<file path="config.mk">
export PLATFORM = sky130hd
export DESIGN_NAME = rv_instr_encoder_loader
export DESIGN_NICKNAME = d
export VERILOG_FILES = /design/src/rtl/rv_instr_encoder_loader.sv
export SDC_FILE = /design/constraint.sdc
export NUM_CORES = 1
export LEC_CHECK = 0
export ABC_CLOCK_PERIOD_IN_PS = 2500
export CAP_MARGIN = 10
export CORE_MARGIN = 2
export CORE_UTILIZATION = 49
export DETAILED_ROUTE_END_ITERATION = 8
export PLACE_DENSITY = 0.77
export SLEW_MARGIN = 20
export SYNTH_ARGS = -nofsm -noshare
export SYNTH_HDL_FRONTEND = slang
export SYNTH_SLANG_ARGS = --single-unit
export TNS_END_PERCENT = 5
</file>
<file path="constraint.sdc">
create_clock -name clk -period 2.5 [get_ports clk]
set_input_delay 0.375 -clock clk [delete_from_list [all_inputs] [get_ports clk]]
set_output_delay 0.375 -clock clk [all_outputs]
set_load 0.01 [all_outputs]
</file>
<file path="src/rtl/rv_instr_encoder_loader.sv">
`default_nettype none
// ============================================================================
// Module  : rv_instr_encoder_loader
// Purpose : Encodes decoded RV32I instruction descriptors into 32-bit words,
//           buffers them in a small FIFO and writes them sequentially into
//           instruction memory starting at a captured base byte address.
// Ports   : clk, rst_n            - clock, async active-low reset
//           start, base_addr,
//           num_instr             - session control, captured in IDLE
//           in_valid/in_ready,
//           in_class..in_imm      - descriptor handshake and fields
//           mem_we/addr/wdata     - registered instruction-memory write port
//           busy, done, err       - session status
// Revision: 1.0 - initial release
// ============================================================================
module rv_instr_encoder_loader #(
  parameter int ADDR_W = 32,
  parameter int CNT_W  = 8,
  parameter int DEPTH  = 4
) (
  input  logic              clk,
  input  logic              rst_n,
  input  logic              start,
  input  logic [ADDR_W-1:0] base_addr,
  input  logic [CNT_W-1:0]  num_instr,
  input  logic              in_valid,
  output logic              in_ready,
  input  logic [2:0]        in_class,
  input  logic [4:0]        in_rd,
  input  logic [4:0]        in_rs1,
  input  logic [4:0]        in_rs2,
  input  logic [2:0]        in_funct3,
  input  logic              in_sub,
  input  logic [31:0]       in_imm,
  output logic              mem_we,
  output logic [ADDR_W-1:0] mem_addr,
  output logic [31:0]       mem_wdata,
  output logic              busy,
  output logic              done,
  output logic              err
);

  localparam int PTR_W = $clog2(DEPTH);
  localparam logic [PTR_W:0]    PTR_ONE   = (PTR_W+1)'(1);
  localparam logic [CNT_W-1:0]  CNT_ONE   = CNT_W'(1);
  localparam logic [ADDR_W-1:0] ADDR_STEP = ADDR_W'(4);

  typedef enum logic [1:0] {
    S_IDLE  = 2'd0,
    S_LOAD  = 2'd1,
    S_DRAIN = 2'd2,
    S_DONE  = 2'd3
  } state_t;

  state_t              state_q, state_d;
  logic [CNT_W-1:0]    num_q, acc_q;
  logic [ADDR_W-1:0]   waddr_q;         // address of the next word to write
  logic                err_q;
  logic [31:0]         fifo_q [DEPTH];
  logic [PTR_W:0]      wptr_q, rptr_q;  // MSB is the wrap bit
  logic                mem_we_q;
  logic [ADDR_W-1:0]   mem_addr_q;
  logic [31:0]         mem_wdata_q;

  logic                fifo_empty, fifo_full;
  logic                push, pop, start_ok;
  logic [31:0]         enc_word;
  logic                enc_illegal;

  // Upper immediate bits beyond any format's reach are deliberately ignored.
  logic w_unused_imm;
  assign w_unused_imm = &{1'b0, in_imm[31:21]};

  assign fifo_empty = (wptr_q == rptr_q);
  assign fifo_full  = (wptr_q[PTR_W] != rptr_q[PTR_W]) &&
                      (wptr_q[PTR_W-1:0] == rptr_q[PTR_W-1:0]);

  // Descriptor -> instruction word
  always_comb begin
    enc_word    = 32'h0000_0013;
    enc_illegal = 1'b0;
    case (in_class)
      3'd0: begin
        enc_word = {in_imm[11:0], in_rs1, in_funct3, in_rd, 7'b0010011};
        // Shift-immediates carry funct7 in the upper immediate slot
        if (in_funct3 == 3'b001 || in_funct3 == 3'b101)
          enc_word[31:25] = {1'b0, in_sub, 5'b00000};
      end
      3'd1: enc_word = {in_imm[11:0], in_rs1, in_funct3, in_rd, 7'b0000011};
      3'd2: enc_word = {in_imm[11:5], in_rs2, in_rs1, in_funct3, in_imm[4:0], 7'b0100011};
      3'd3: enc_word = {1'b0, in_sub, 5'b00000, in_rs2, in_rs1, in_funct3, in_rd, 7'b0110011};
      3'd4: enc_word = {in_imm[12], in_imm[10:5], in_rs2, in_rs1, in_funct3,
                        in_imm[4:1], in_imm[11], 7'b1100011};
      3'd5: enc_word = {in_imm[11:0], in_rs1, 3'b000, in_rd, 7'b1100111};
      3'd6: enc_word = {in_imm[20], in_imm[10:1], in_imm[11], in_imm[19:12], in_rd, 7'b1101111};
      default: begin
        enc_word    = 32'h0000_0013;
        enc_illegal = 1'b1;
      end
    endcase
  end

  // Next-state and handshake/status decode
  always_comb begin
    state_d  = state_q;
    start_ok = 1'b0;
    in_ready = 1'b0;
    push     = 1'b0;
    pop      = 1'b0;
    busy     = 1'b0;
    done     = 1'b0;
    case (state_q)
      S_IDLE: begin
        if (start) begin
          start_ok = 1'b1;
          state_d  = (num_instr == '0) ? S_DONE : S_LOAD;
        end
      end
      S_LOAD: begin
        busy     = 1'b1;
        in_ready = !fifo_full && (acc_q < num_q);
        push     = in_valid && in_ready;
        pop      = !fifo_empty;
        if (acc_q == num_q) state_d = S_DRAIN;
      end
      S_DRAIN: begin
        busy = 1'b1;
        pop  = !fifo_empty;
        // Empty here means the final pop happened last cycle, so its
        // registered write is on the port right now.
        if (fifo_empty) state_d = S_DONE;
      end
      S_DONE: begin
        done    = 1'b1;
        state_d = S_IDLE;
      end
      default: state_d = S_IDLE;
    endcase
  end

  always_ff @(posedge clk or negedge rst_n) begin
    if (!rst_n) begin
      state_q     <= S_IDLE;
      num_q       <= '0;
      acc_q       <= '0;
      waddr_q     <= '0;
      err_q       <= 1'b0;
      wptr_q      <= '0;
      rptr_q      <= '0;
      mem_we_q    <= 1'b0;
      mem_addr_q  <= '0;
      mem_wdata_q <= '0;
    end else begin
      state_q  <= state_d;
      mem_we_q <= pop;
      if (start_ok) begin
        num_q   <= num_instr;
        acc_q   <= '0;
        waddr_q <= base_addr;
        err_q   <= 1'b0;
      end
      if (push) begin
        acc_q  <= acc_q + CNT_ONE;
        wptr_q <= wptr_q + PTR_ONE;
        if (enc_illegal) err_q <= 1'b1;
      end
      if (pop) begin
        mem_wdata_q <= fifo_q[rptr_q[PTR_W-1:0]];
        mem_addr_q  <= waddr_q;
        waddr_q     <= waddr_q + ADDR_STEP;
        rptr_q      <= rptr_q + PTR_ONE;
      end
    end
  end

  // Storage needs no reset: the pointers define which entries are valid.
  always_ff @(posedge clk) begin
    if (push) fifo_q[wptr_q[PTR_W-1:0]] <= enc_word;
  end

  assign mem_we    = mem_we_q;
  assign mem_addr  = mem_addr_q;
  assign mem_wdata = mem_wdata_q;
  assign err       = err_q;

endmodule
`default_nettype wire

</file>
==> results of run 1 <==
sequential cells by signal (all words and copies together) (netlist names):
register   flops
wptr_q         3
err            1
mem_wdata     31
rptr_q         3
mem_we         1
fifo_q       120
num_q          8
mem_addr      32
waddr_q       32
state_q        2
acc_q          8
stage by stage:
| step | utilization [%] | worst slack [ns] |
|---|---|---|
| 6_report | 63.5 | 0.0863 |
| 5_1_grt | 63.5 | -0.00271 |
| 4_1_cts | 63.3 | 0.00113 |
| 3_5_place_dp | 59.4 | 0.104 |
| 3_3_place_gp | 59.4 | 0.102 |
| 2_1_floorplan | - | -0.234 |
power by group through the flow:
stage               clock network [mW]  registers (mW)  logic [mW]
global route                      3.97            6.25        8.39
CTS                               3.82            6.12        7.60
floorplan                            0            6.24        4.46
finish                            3.77            6.12        7.58
global placement                     0            6.13        7.39
detailed placement                   0            6.18        7.53
cell usage after synthesis (12+ instances only):
library cell,number
nand2_1,262
dfrtp_1,121
edfxtp_1,120
clkbuf_1,40
nor2_1,33
mux4_2,30
a21oi_1,27
o21ai_0,26
nand3_1,21
ha_1,20
inv_1,19
o22ai_1,15
nand4_1,12
per-layer routing:
layer  wire, µm  vias to the layer above
li1           -                     3668
met1      10800                     3871
met2      12800                      323
met3       1810                       33
met4        370                        0
met5          0                        -
logic make-up after synthesis:
family | synth area share [%]
and+or+nand+nor | 16.4
DFF | 61.9
AOI/OAI and AO/OA | 9.20
buffers and inverters | 2.66
muxes | 6.77
adders and majority gates | 2.33
xor gates and xnor gates | 0.817
worst reg2reg max path, delay by kind of cell, from the launching register on:
| kind | cells | cell delay (ns) |
|---|---|---|
| compound gates | 1 | 0.24 |
| flops | 1 | 0.42 |
| buf+inv | 2 | 0.46 |
| simple gates | 3 | 0.61 |
| fa+ha+maj | 1 | 0.30 |
worst min path at each step:
stage	startpoint	to	slack (ns)	cells past startpoint
after floorplan	rst_n	acc_q[0]	0.08	0
after global placement	rst_n	mem_addr[10]	0.21	1
after detailed placement	rst_n	mem_addr[10]	0.21	1
after CTS	rst_n	mem_addr[5]	0.21	2
after global routing	rst_n	mem_addr[5]	0.23	2
final	rst_n	mem_addr[5]	0.22	2
repair_timing:
item                                   4_1_cts  5_1_grt
setup buffers                                2        1
hold buffers                                 1        0
resized for setup                            4        4
pin swaps                                    3        3
setup endpoints to repair                    1        1
endpoints found under the hold margin      121        0
cells in the final DEF (no fill, tap or decap), drive strengths merged, types with 7 or more instances in the layout:
cell           instances
mux4                  30
edfxtp               120
a31oi                 11
o21a                   9
buf                   48
inv                   19
o22ai                 15
o21ai                 26
nand2                262
nor3                   9
clkdlybuf4s50        153
and3                  11
clkinv                11
nand3b                 7
nand3                 22
nor2                  34
clkbuf                27
o221a                  8
and2                   9
dfrtp                121
a21oi                 27
nand4                 13
ha                    20
cell type report:
| class | instances | area [µm²] | share of cell area, % |
|---|---|---|---|
| tap | 280 | 350 | 2.55 |
| timing repair buffer | 202 | 2000 | 14.6 |
| clock buffer | 27 | 633 | 4.61 |
| inverter | 21 | 80.1 | 0.584 |
| multi-input combinational | 603 | 3830 | 27.9 |
| sequential | 241 | 6630 | 48.3 |
| clock inverter | 16 | 191 | 1.40 |
==> key figures, run 1 <==
Status
  – Status: finished clean

Layout
  – Diodes inserted: 0
  – Cell Count, Final, Fillers Out: 1390
  – Fraction of final layout cells sized beyond drive strength 1: 12.8%
  – Cell area after layout: 0.0137 mm²
  – Fill cell count: around 1.7k
  – P&R area growth vs syn: 28.0%
  – Fin nets: around 1.2k

Floorplanning
  – Row count: 54
  – Core ar.: ~0.022 mm²
  – Die height: approximately 150 µm
  – Die ar.: ~0.023 mm²
  – Initial Utilization: about 50%
  – Chip Width: between 150 and 200 µm
  – I/O pins: 167

Logic synthesis
  – Syn. warnings: 0
  – Synth top area share: between 30% and 40%
  – Post-Syn Area: around 0.011 mm²
  – Most used DFF post-synth: dfrtp_1
  – Register area share after synthesis: 61.9%
  – Syn Nets: between 1k and 1.5k
  – Distinct cells, synth: 60
  – #FFs+latches synth: around 240
  – Synth area leaders: edfxtp_1 (34%), dfrtp_1 (28%), nand2_1 (9.2%), mux4_2 (6.3%), ha_1 (2.3%)
  – Number of synthesized flops with an enable pin: 120
  – Mapped Cells: just over 900
  – Area leader, netlist: edfxtp_1
  – Avg Cell Area, Syn: between 10 and 15 µm²
  – Ys async rst share: 50.2%

Clock network
  – Max clock buf depth: 3
  – CTS H-tree lvls: 1
  – Clock latency on the worst-skew pair: between 0.5 and 0.6 ns
  – CTS root buf: clkbuf_16
  – CTS buffer count: 24
  – Clk sinks: approximately 240
  – Clock transition at path regs: roughly 0.070 ns
  – CTS tree: yes

Pwr
  – Sw Share: about 37%
  – NetSw: 6.55 mW
  – Internal Power: about 11 mW
  – Power Density: roughly 1300 mW/mm²
  – Static leakage: 5.50 nW
  – Clock power frac: between 20% and 30%
  – Peak VDD IR: around 1.0 mV
  – Logic pwr share: 43.4%
  – Register share of total power: between 30% and 40%
  – Overall Power: ~17 mW

Routing
  – Vias per cell: 5.68
  – DRC: 0
  – Vias post-DR: approximately 7.9k
  – Routed WL: 25.8 mm
  – Initial DRT Pass Iterations: 5
  – WL/cell: approximately 19 µm
  – Initial DRC count: 450
  – Post-DRT Antenna Nets: 0

Timing
  – Max-slew violations: 0
  – Fin crit share: a little over nine tenths
  – Final Hold Viols: 0
  – Worst Max-Slew Pin Slew: between 0.6 and 0.7 ns
  – Setup violators final: 0
  – Clock skew: around 0.017 ns
  – Worst slew margin: just under 60%
  – Peak Freq: ~0.41 GHz
  – Worst hold margin: approximately 0.22 ns
  – Post-route minimum period: around 2.4 ns
  – Setup_tns: 0 ns

Placed design
  – Detailed Place HPWL: roughly 17 mm
  – I/O Buffers: between 150 and 200
  – DP Area: approximately 0.013 mm²
  – Post-Place Cells: roughly 1.3k
  – RD Place Congestion: between 0.8 and 0.9

Setup path
  – Worst path arrival time: 2.04 ns
  – Critical Path End: busy
  – Worst setup EP type: output pin
  – Worst reg-to-reg path cell count: 7
  – CP Class: reg -> out
  – Setup crit start: state_q[0]
  – Cell family with the largest share of critical-path delay: buffers and inverters
  – R2R Setup Slk: 0.16 ns
  – Crit path buf inv count: 2
  – Worst EP required: 2.12 ns
  – Worst path depth: 3
  – Slowest-stage cell, CP: clkdlybuf4s50_1
  – Worst path max stage delay: between 0.5 and 0.6 ns
  – CP startpoint kind: register
  – Critical-path maximum fanout: 4
  – Reg-to-reg endpoint: fifo_q[3][19]
  – CP cell instances: inv_1 -> ha_1 -> clkdlybuf4s50_1
  – Worst r2r src: acc_q[5]

Global route
  – Vias in the first global route: 7731
  – Largest net degree at the start of global routing: 66
  – Met1 usage: ~30%
  – Overflow after GRT: 0
  – Tot GR Track Use: between 20% and 30%
  – Initial antenna violation count: 0
  – Met3 usage: 3.17%
  – GRT busiest layer: met2
  – Global-route wire length before repair: slightly above 40 mm
  – GRT met2 Usage: between 30% and 40%

Min path
  – Worst Hold Class: in -> async

Run
  – Max cap viols: 0
No activity file was read; power rests on OpenSTA's default activity.
==> run 2, diff against run 1 <==
--- a/config.mk
+++ b/config.mk
@@ -7,10 +7,12 @@
 export LEC_CHECK = 0
 export ABC_CLOCK_PERIOD_IN_PS = 2500
 export CAP_MARGIN = 10
+export CORE_ASPECT_RATIO = 1.4
 export CORE_MARGIN = 2
 export CORE_UTILIZATION = 49
 export DETAILED_ROUTE_END_ITERATION = 8
 export PLACE_DENSITY = 0.77
+export SETUP_SLACK_MARGIN = 0.05
 export SLEW_MARGIN = 20
 export SYNTH_ARGS = -nofsm -noshare
 export SYNTH_HDL_FRONTEND = slang
==> run 2 against run 1 <==
Highest routed layer unchanged; the flow now finishes with violations (setup timing); power fell by 1.5%; sequential share of layout area rose by 0.11 points; sequential cell count did not move; global-route usage barely moved; non-clock buffer count did not move; count of clock-buffer cells in the layout fell by 3.
==> key figures, run 2 (same netlist as run 1, synthesis figures left out) <==
Setup path
  – Worst path max stage delay: 0.38 ns (-0.21 ns)
  – R2R Setup Slk: 0.13 ns (-0.03 ns)
  – Critical-path maximum fanout: 2 (-2)
  – Slowest-stage cell, CP: dfrtp_1
  – CP cell instances: inv_2 -> ha_4 -> nor2b_4 -> o211ai_1 -> a21o_1 -> nand3b_1 -> nor3_2 -> buf_2
  – Worst path arrival time: 2.14 ns (+0.10 ns)
  – Worst EP required: 2.12 ns (about the same)
  – Worst setup EP type: output pin
  – CP Class: reg -> out
  – CP startpoint kind: register
  – Worst reg-to-reg path cell count: 10 (+3)

Status
  – Failing checks: setup timing
  – Status: finished with violations

Timing
  – RSZ-0062 raised after global routing: true
  – Setup_tns: -0.0134 ns (-0.0134 ns)
  – Worst hold margin: 0.401 ns (+0.183 ns)
  – Setup violators final: 1 (+1)
  – Post-route minimum period: 2.51 ns (+0.0997 ns)
  – Fin crit share: 101% (+4.0 points)
  – Worst slew margin: 56.9% (-0.74 points)
  – Final Hold Viols: 0 (unchanged)
  – Peak Freq: 0.398 GHz (-4.0%)
  – Max-slew violations: 0 (unchanged)
  – Final WS setup: -0.0134 ns (-0.0997 ns)
  – Worst Max-Slew Pin Slew: 0.646 ns (+0.0111 ns)
  – Clock skew: 0.0169 ns (-0.000273 ns)

Layout
  – Diodes inserted: 0 (unchanged)
  – Fill cell count: 1650 (-1.7%)
  – Commonest non-fill, non-tap cell in the layout: nand2_1
  – Fin util: 63.1% (-0.38 points)
  – Fraction of final layout cells sized beyond drive strength 1: 13.2% (+0.37 points)
  – Fin nets: 1210 (-0.083%)
  – Largest register FFs: 120 (unchanged)
  – P&R area growth vs syn: 27.7%
  – Commonest non-fill, non-tap cells in the layout: nand2_1 (262), clkdlybuf4s50_1 (153), dfrtp_1 (120), edfxtp_1 (120), buf_4 (39)

Min path
  – Worst Hold Class: in -> async

Global route
  – Global-route wire length before repair: 40.2 mm (-2.4%)
  – Tot GR Track Use: 22.0% (about the same)
  – Overflow after GRT: 0 (unchanged)
  – Vias in the first global route: 7962 (+3.0%)
  – Largest net degree at the start of global routing: 81 (+23%)
  – Initial antenna violation count: 0 (unchanged)

Routing
  – DRC: 0 (unchanged)
  – Vias per cell: 5.55 (-2.3%)
  – Initial DRT Pass Iterations: 5 (unchanged)
  – Vias post-DR: 7800 (-1.2%)
  – Post-DRT Antenna Nets: 0 (unchanged)
  – Routed WL: 25.2 mm (-2.4%)
  – WL/cell: 17.9 µm (-3.5%)
  – Initial DRC count: 558 (+24%)

Clock network
  – CTS H-tree lvls: 1 (unchanged)
  – Clock latency on the worst-skew pair: 0.51 ns (about the same)
  – CTS buffer count: 23 (-4.2%)
  – Clock transition at path regs: 0.06 ns (about the same)
  – CTS root buf: clkbuf_16
  – CTS tree: yes
  – Clk sinks: 241 (unchanged)
  – Max clock buf depth: 3 (unchanged)

Pwr
  – Overall Power: 17.2 mW (-1.5%)
  – Power Density: 1260 mW/mm² (-1.3%)
  – Peak VDD IR: 0.956 mV (-8.2%)
  – Static leakage: 5.46 nW (-0.75%)

Floorplanning
  – I/O pins: 167 (unchanged)
  – Chip Width: 129 µm (-15%)
  – Die height: 179 µm (+18%)
  – Die ar.: 0.0231 mm² (about the same)
  – Core ar.: 0.0217 mm² (+0.37%)
  – Initial Utilization: 49.4% (-0.18 points)
  – Row count: 64 (+19%)

Placed design
  – Worst slack at placement: 0.0562 ns (-0.0476 ns)
  – I/O Buffers: 155 (unchanged)
  – Detailed Place HPWL: 16.7 mm (-1.6%)
  – RD Place Congestion: 0.894 (+3.3%)

Run
  – Max cap viols: 0 (unchanged)
==> run 2: area by class of cell <==
class | instances | area [µm²] | share of cell area, %
Clock buffer | 24 | 579 | 4.23
Inverter | 21 | 78.8 | 0.576
Sequential cell | 241 | 6630 | 48.5
Clock inverter | 18 | 170 | 1.24
Tap cell | 297 | 372 | 2.71
Multi-Input combinational cell | 603 | 3860 | 28.2
Timing Repair Buffer | 202 | 2000 | 14.6
==> run 2: worst paths after layout <==
kind,end,startpoint
worst min register to register,mem_wdata[22],mem_wdata[22]
max in group asynchronous,waddr_q[5],rst_n
worst max register to register,fifo_q[3][23],num_q[1]
worst max-delay path,in_ready,num_q[1]
worst min-delay path,mem_wdata[21],rst_n
min in group clk,waddr_q[0],base_addr[0]
==> run 2: per-layer routing <==
layer	wire (µm)	GRT usage [%]
met1	9980	26.6
met2	13500	41.3
met3	1200	2.39
met4	533	6.16
met5	0	0
==> run 2: critical path, delay by kind of cell (launching register included) <==
| kind | cells | cell delay [ns] |
|---|---|---|
| AOI/OAI and AO/OA | 2 | 0.39 |
| adders and majority gates | 1 | 0.20 |
| buffers and inverters | 2 | 0.24 |
| DFF | 1 | 0.38 |
| and+or+nand+nor | 3 | 0.42 |
==> run 2: power by group <==
| part | total, mW | switching (mW) | internal [mW] |
|---|---|---|---|
| registers | 6.12 | 0.720 | 5.40 |
| clock network | 3.45 | 1.52 | 1.93 |
| logic | 7.63 | 4.31 | 3.32 |
==> run 2: stage by stage <==
| step | instances | instance area, µm² |
|---|---|---|
| after global placement | 1358 | 12900 |
| after floorplan | 915 | 10700 |
| after detailed placement | 1358 | 12900 |
| after global routing | 1406 | 13700 |
| after CTS | 1404 | 13600 |
| final | 1406 | 13700 |
==> run 2: repair_timing <==
item,CTS,global route
endpoints found under the setup margin,1,118
gates cloned,0,0
hold buffers,1,0
endpoints found under the hold margin,37,0
gates resized for setup,7,6
buffers inserted,3,2
pin swaps,4,4
==> run 3, diff against run 2 <==
--- a/config.mk
+++ b/config.mk
@@ -5,14 +5,16 @@
 export SDC_FILE = /design/constraint.sdc
 export NUM_CORES = 1
 export LEC_CHECK = 0
-export ABC_CLOCK_PERIOD_IN_PS = 2500
+export ABC_CLOCK_PERIOD_IN_PS = 2100
 export CAP_MARGIN = 10
 export CORE_ASPECT_RATIO = 1.4
 export CORE_MARGIN = 2
 export CORE_UTILIZATION = 49
+export CTS_CLUSTER_SIZE = 10
 export DETAILED_ROUTE_END_ITERATION = 8
 export PLACE_DENSITY = 0.77
 export SETUP_SLACK_MARGIN = 0.05
+export SKIP_LAST_GASP = 1
 export SLEW_MARGIN = 20
 export SYNTH_ARGS = -nofsm -noshare
 export SYNTH_HDL_FRONTEND = slang
==> constraint.sdc (replaced) <==
create_clock -name clk -period 2.1 [get_ports clk]
set_input_delay 0.315 -clock clk [delete_from_list [all_inputs] [get_ports clk]]
set_output_delay 0.315 -clock clk [all_outputs]
set_load 0.01 [all_outputs]
==> run 3 against run 2 <==
Global-route usage grew 0.97 points; register-to-register slack worse by 0.13 ns; routed wire length is 5.3% higher; critical path depth is the same; cell count is 4.3% higher; critical endpoint unchanged; sequential share of layout area decreased by 2.0 points; die area unchanged; power is 26% higher; worst hold slack lost 0.21 ns; the run still ends with setup timing left; highest routed layer unchanged; sequential cell count unchanged.
==> key figures, run 3 (same netlist as run 1, synthesis figures left out) <==
Status
  – Status: finished with violations
  – Failing checks: setup timing

Routing
  – Vias per cell: 5.54 (-0.18%)
  – Initial DRT Pass Iterations: 5 (unchanged)
  – Met2 routed WL: 14.0 mm (+3.7%)
  – Initial DRC count: 632 (+13%)
  – Vias post-DR: 8118 (+4.1%)
  – Post-DRT Antenna Nets: 0 (unchanged)
  – WL met3: 1.42 mm (+18%)
  – DRT met1 WL: 10.3 mm (+2.7%)
  – Top Layer Used: met4
  – WL/cell: 18.1 µm (+1.0%)
  – DRC: 0 (unchanged)
  – Routed WL: 26.5 mm (+5.3%)

Min path
  – Worst Hold Class: in -> async

Placed design
  – Post-Place Cells: 1411 (+3.9%)
  – RD Place Congestion: 0.894 (about the same)
  – I/O Buffers: 155 (unchanged)
  – Detailed Place HPWL: 18.1 mm (+8.2%)

Pwr
  – Power Density: 1510 mW/mm² (+20%)
  – Peak VDD IR: 0.975 mV (+1.9%)
  – Static leakage: 5.78 nW (+6.0%)

Global route
  – Tot GR Track Use: 23.0% (+0.97 points)
  – Initial antenna violation count: 0 (unchanged)
  – Vias in the first global route: 8251 (+3.6%)
  – Global-route wire length before repair: 41.7 mm (+3.6%)
  – Largest net degree at the start of global routing: 41 (-49%)
  – Overflow after GRT: 0 (unchanged)

Timing
  – Setup violators final: 1 (unchanged)
  – RSZ-0062 raised after global routing: true
  – Peak Freq: between 0.4 and 0.5 GHz
  – Fin crit share: 115%
  – Worst Max-Slew Pin Slew: 0.638 ns (-0.00791 ns)
  – Final WS setup: -0.314 ns (-0.301 ns)
  – Clock skew: 0.0219 ns (+0.00499 ns)
  – Final Hold Viols: 0 (unchanged)
  – Post-route minimum period: around 2.4 ns
  – Max-slew violations: 0 (unchanged)
  – Worst slew margin: 57.5% (+0.53 points)
  – Worst hold margin: 0.194 ns (-0.207 ns)

Layout
  – Fraction of final layout cells sized beyond drive strength 1: 17.4% (+4.2 points)
  – Largest register FFs: 120 (unchanged)
  – Diodes inserted: 0 (unchanged)
  – Fill cell count: 1609 (-2.5%)
  – P&R area growth vs syn: 33.3%
  – Commonest non-fill, non-tap cell in the layout: nand2_1
  – Commonest non-fill, non-tap cells in the layout: nand2_1 (262), clkdlybuf4s50_1 (152), dfrtp_1 (120), edfxtp_1 (120), buf_4 (87)
  – Cell Count, Final, Fillers Out: 1466 (+4.3%)
  – Fin nets: 1269 (+4.9%)

Clock network
  – Clk sinks: 241 (unchanged)
  – Clock latency on the worst-skew pair: 0.54 ns (+0.03 ns)
  – CTS buffer count: 28 (+22%)
  – CTS root buf: clkbuf_16
  – Max clock buf depth: 3 (unchanged)
  – Clock transition at path regs: 0.06 ns (about the same)
  – CTS H-tree lvls: 1 (unchanged)
  – CTS tree: yes

Setup path
  – Critical-path maximum fanout: 2 (unchanged)
  – CP startpoint kind: register
  – Worst setup EP type: output pin
  – Worst EP required: 1.78 ns (-0.34 ns)
  – Worst reg-to-reg path cell count: 8 (-2)
  – Worst path arrival time: 2.10 ns (-0.04 ns)
  – CP Class: reg -> out

Floorplanning
  – Core ar.: 0.0217 mm² (unchanged)
  – Die ar.: 0.0231 mm² (unchanged)
  – I/O pins: 167 (unchanged)
  – Row count: 64 (unchanged)
  – Die height: 179 µm (unchanged)
  – Initial Utilization: 49.4% (unchanged)
  – Chip Width: 129 µm (unchanged)

Run
  – Max cap viols: 0 (unchanged)
run 3: changes by cell type in the layout (fill, tap and decap cells not counted), moves of 6 or more:
cell | previous run | this run
buf_4 | 39 | 87
clkbuf_1 | 1 | 17
clkbuf_16 | 23 | 31
inv_6 | 6 | 0
run 3: cell type report:
| type | instances | area [µm²] | area share, % |
|---|---|---|---|
| multi-input combinational | 603 | 3910 | 27.3 |
| tap | 297 | 372 | 2.60 |
| clock buffer | 48 | 828 | 5.80 |
| timing repair buffer | 256 | 2470 | 17.3 |
| sequential | 241 | 6630 | 46.4 |
| inverter | 21 | 80.1 | 0.560 |
run 3: report_power, final:
group          internal [mW]  switching, mW
logic                   4.58           5.48
clock network           2.64           1.75
registers               6.44          0.728
run 3: path summary, 6_finish.rpt:
kind | startpoint | end | slack (ns)
worst max-delay path | num_q[1] | in_ready | -0.31
worst min-delay path | rst_n | mem_wdata[25] | 0.19
worst max register to register | wptr_q[0] | waddr_q[23] | 0
worst min register to register | mem_addr[15] | mem_addr[15] | 0.47
max in group asynchronous | rst_n | mem_addr[14] | 1.21
min in group clk | base_addr[0] | waddr_q[0] | 0.33
run 3: per-layer routing:
| metal | vias to the layer above | GRT usage (%) |
|---|---|---|
| li1 | 3802 | - |
| met1 | 3978 | 27.5 |
| met2 | 278 | 42.3 |
| met3 | 60 | 2.95 |
| met4 | 0 | 8.15 |
| met5 | - | 0 |
run 3: what timing repair did:
action,4_1_cts,5_1_grt
pin swaps,3,6
buffers inserted,0,4
gates cloned,1,1
endpoints found under the hold margin,90,0
hold buffers,1,0
endpoints found under the setup margin,135,188
resized for setup,8,15
run 3: worst max-delay path: stages (launching register included):
cell	delay [ns]
dfrtp_1	0.37
inv_2	0.08
ha_4	0.20
nor2b_1	0.12
o211ai_1	0.24
a21o_1	0.19
nand3b_1	0.10
nor3_2	0.12
buf_2	0.15
run 3: per-stage QoR:
step	instance area (µm²)	setup slack [ns]	utilization, %	power, mW	TNS (ns)
2_1_floorplan	10700	0.0118	-	12.8	0
3_3_place_gp	13300	-0.277	61.3	16.8	-0.291
3_5_place_dp	13300	-0.273	61.3	17.1	-1.21
4_1_cts	14200	-0.352	65.4	21.6	-4.64
5_1_grt	14300	-0.407	65.8	23.1	-4.02
6_report	14300	-0.314	65.8	21.6	-0.314
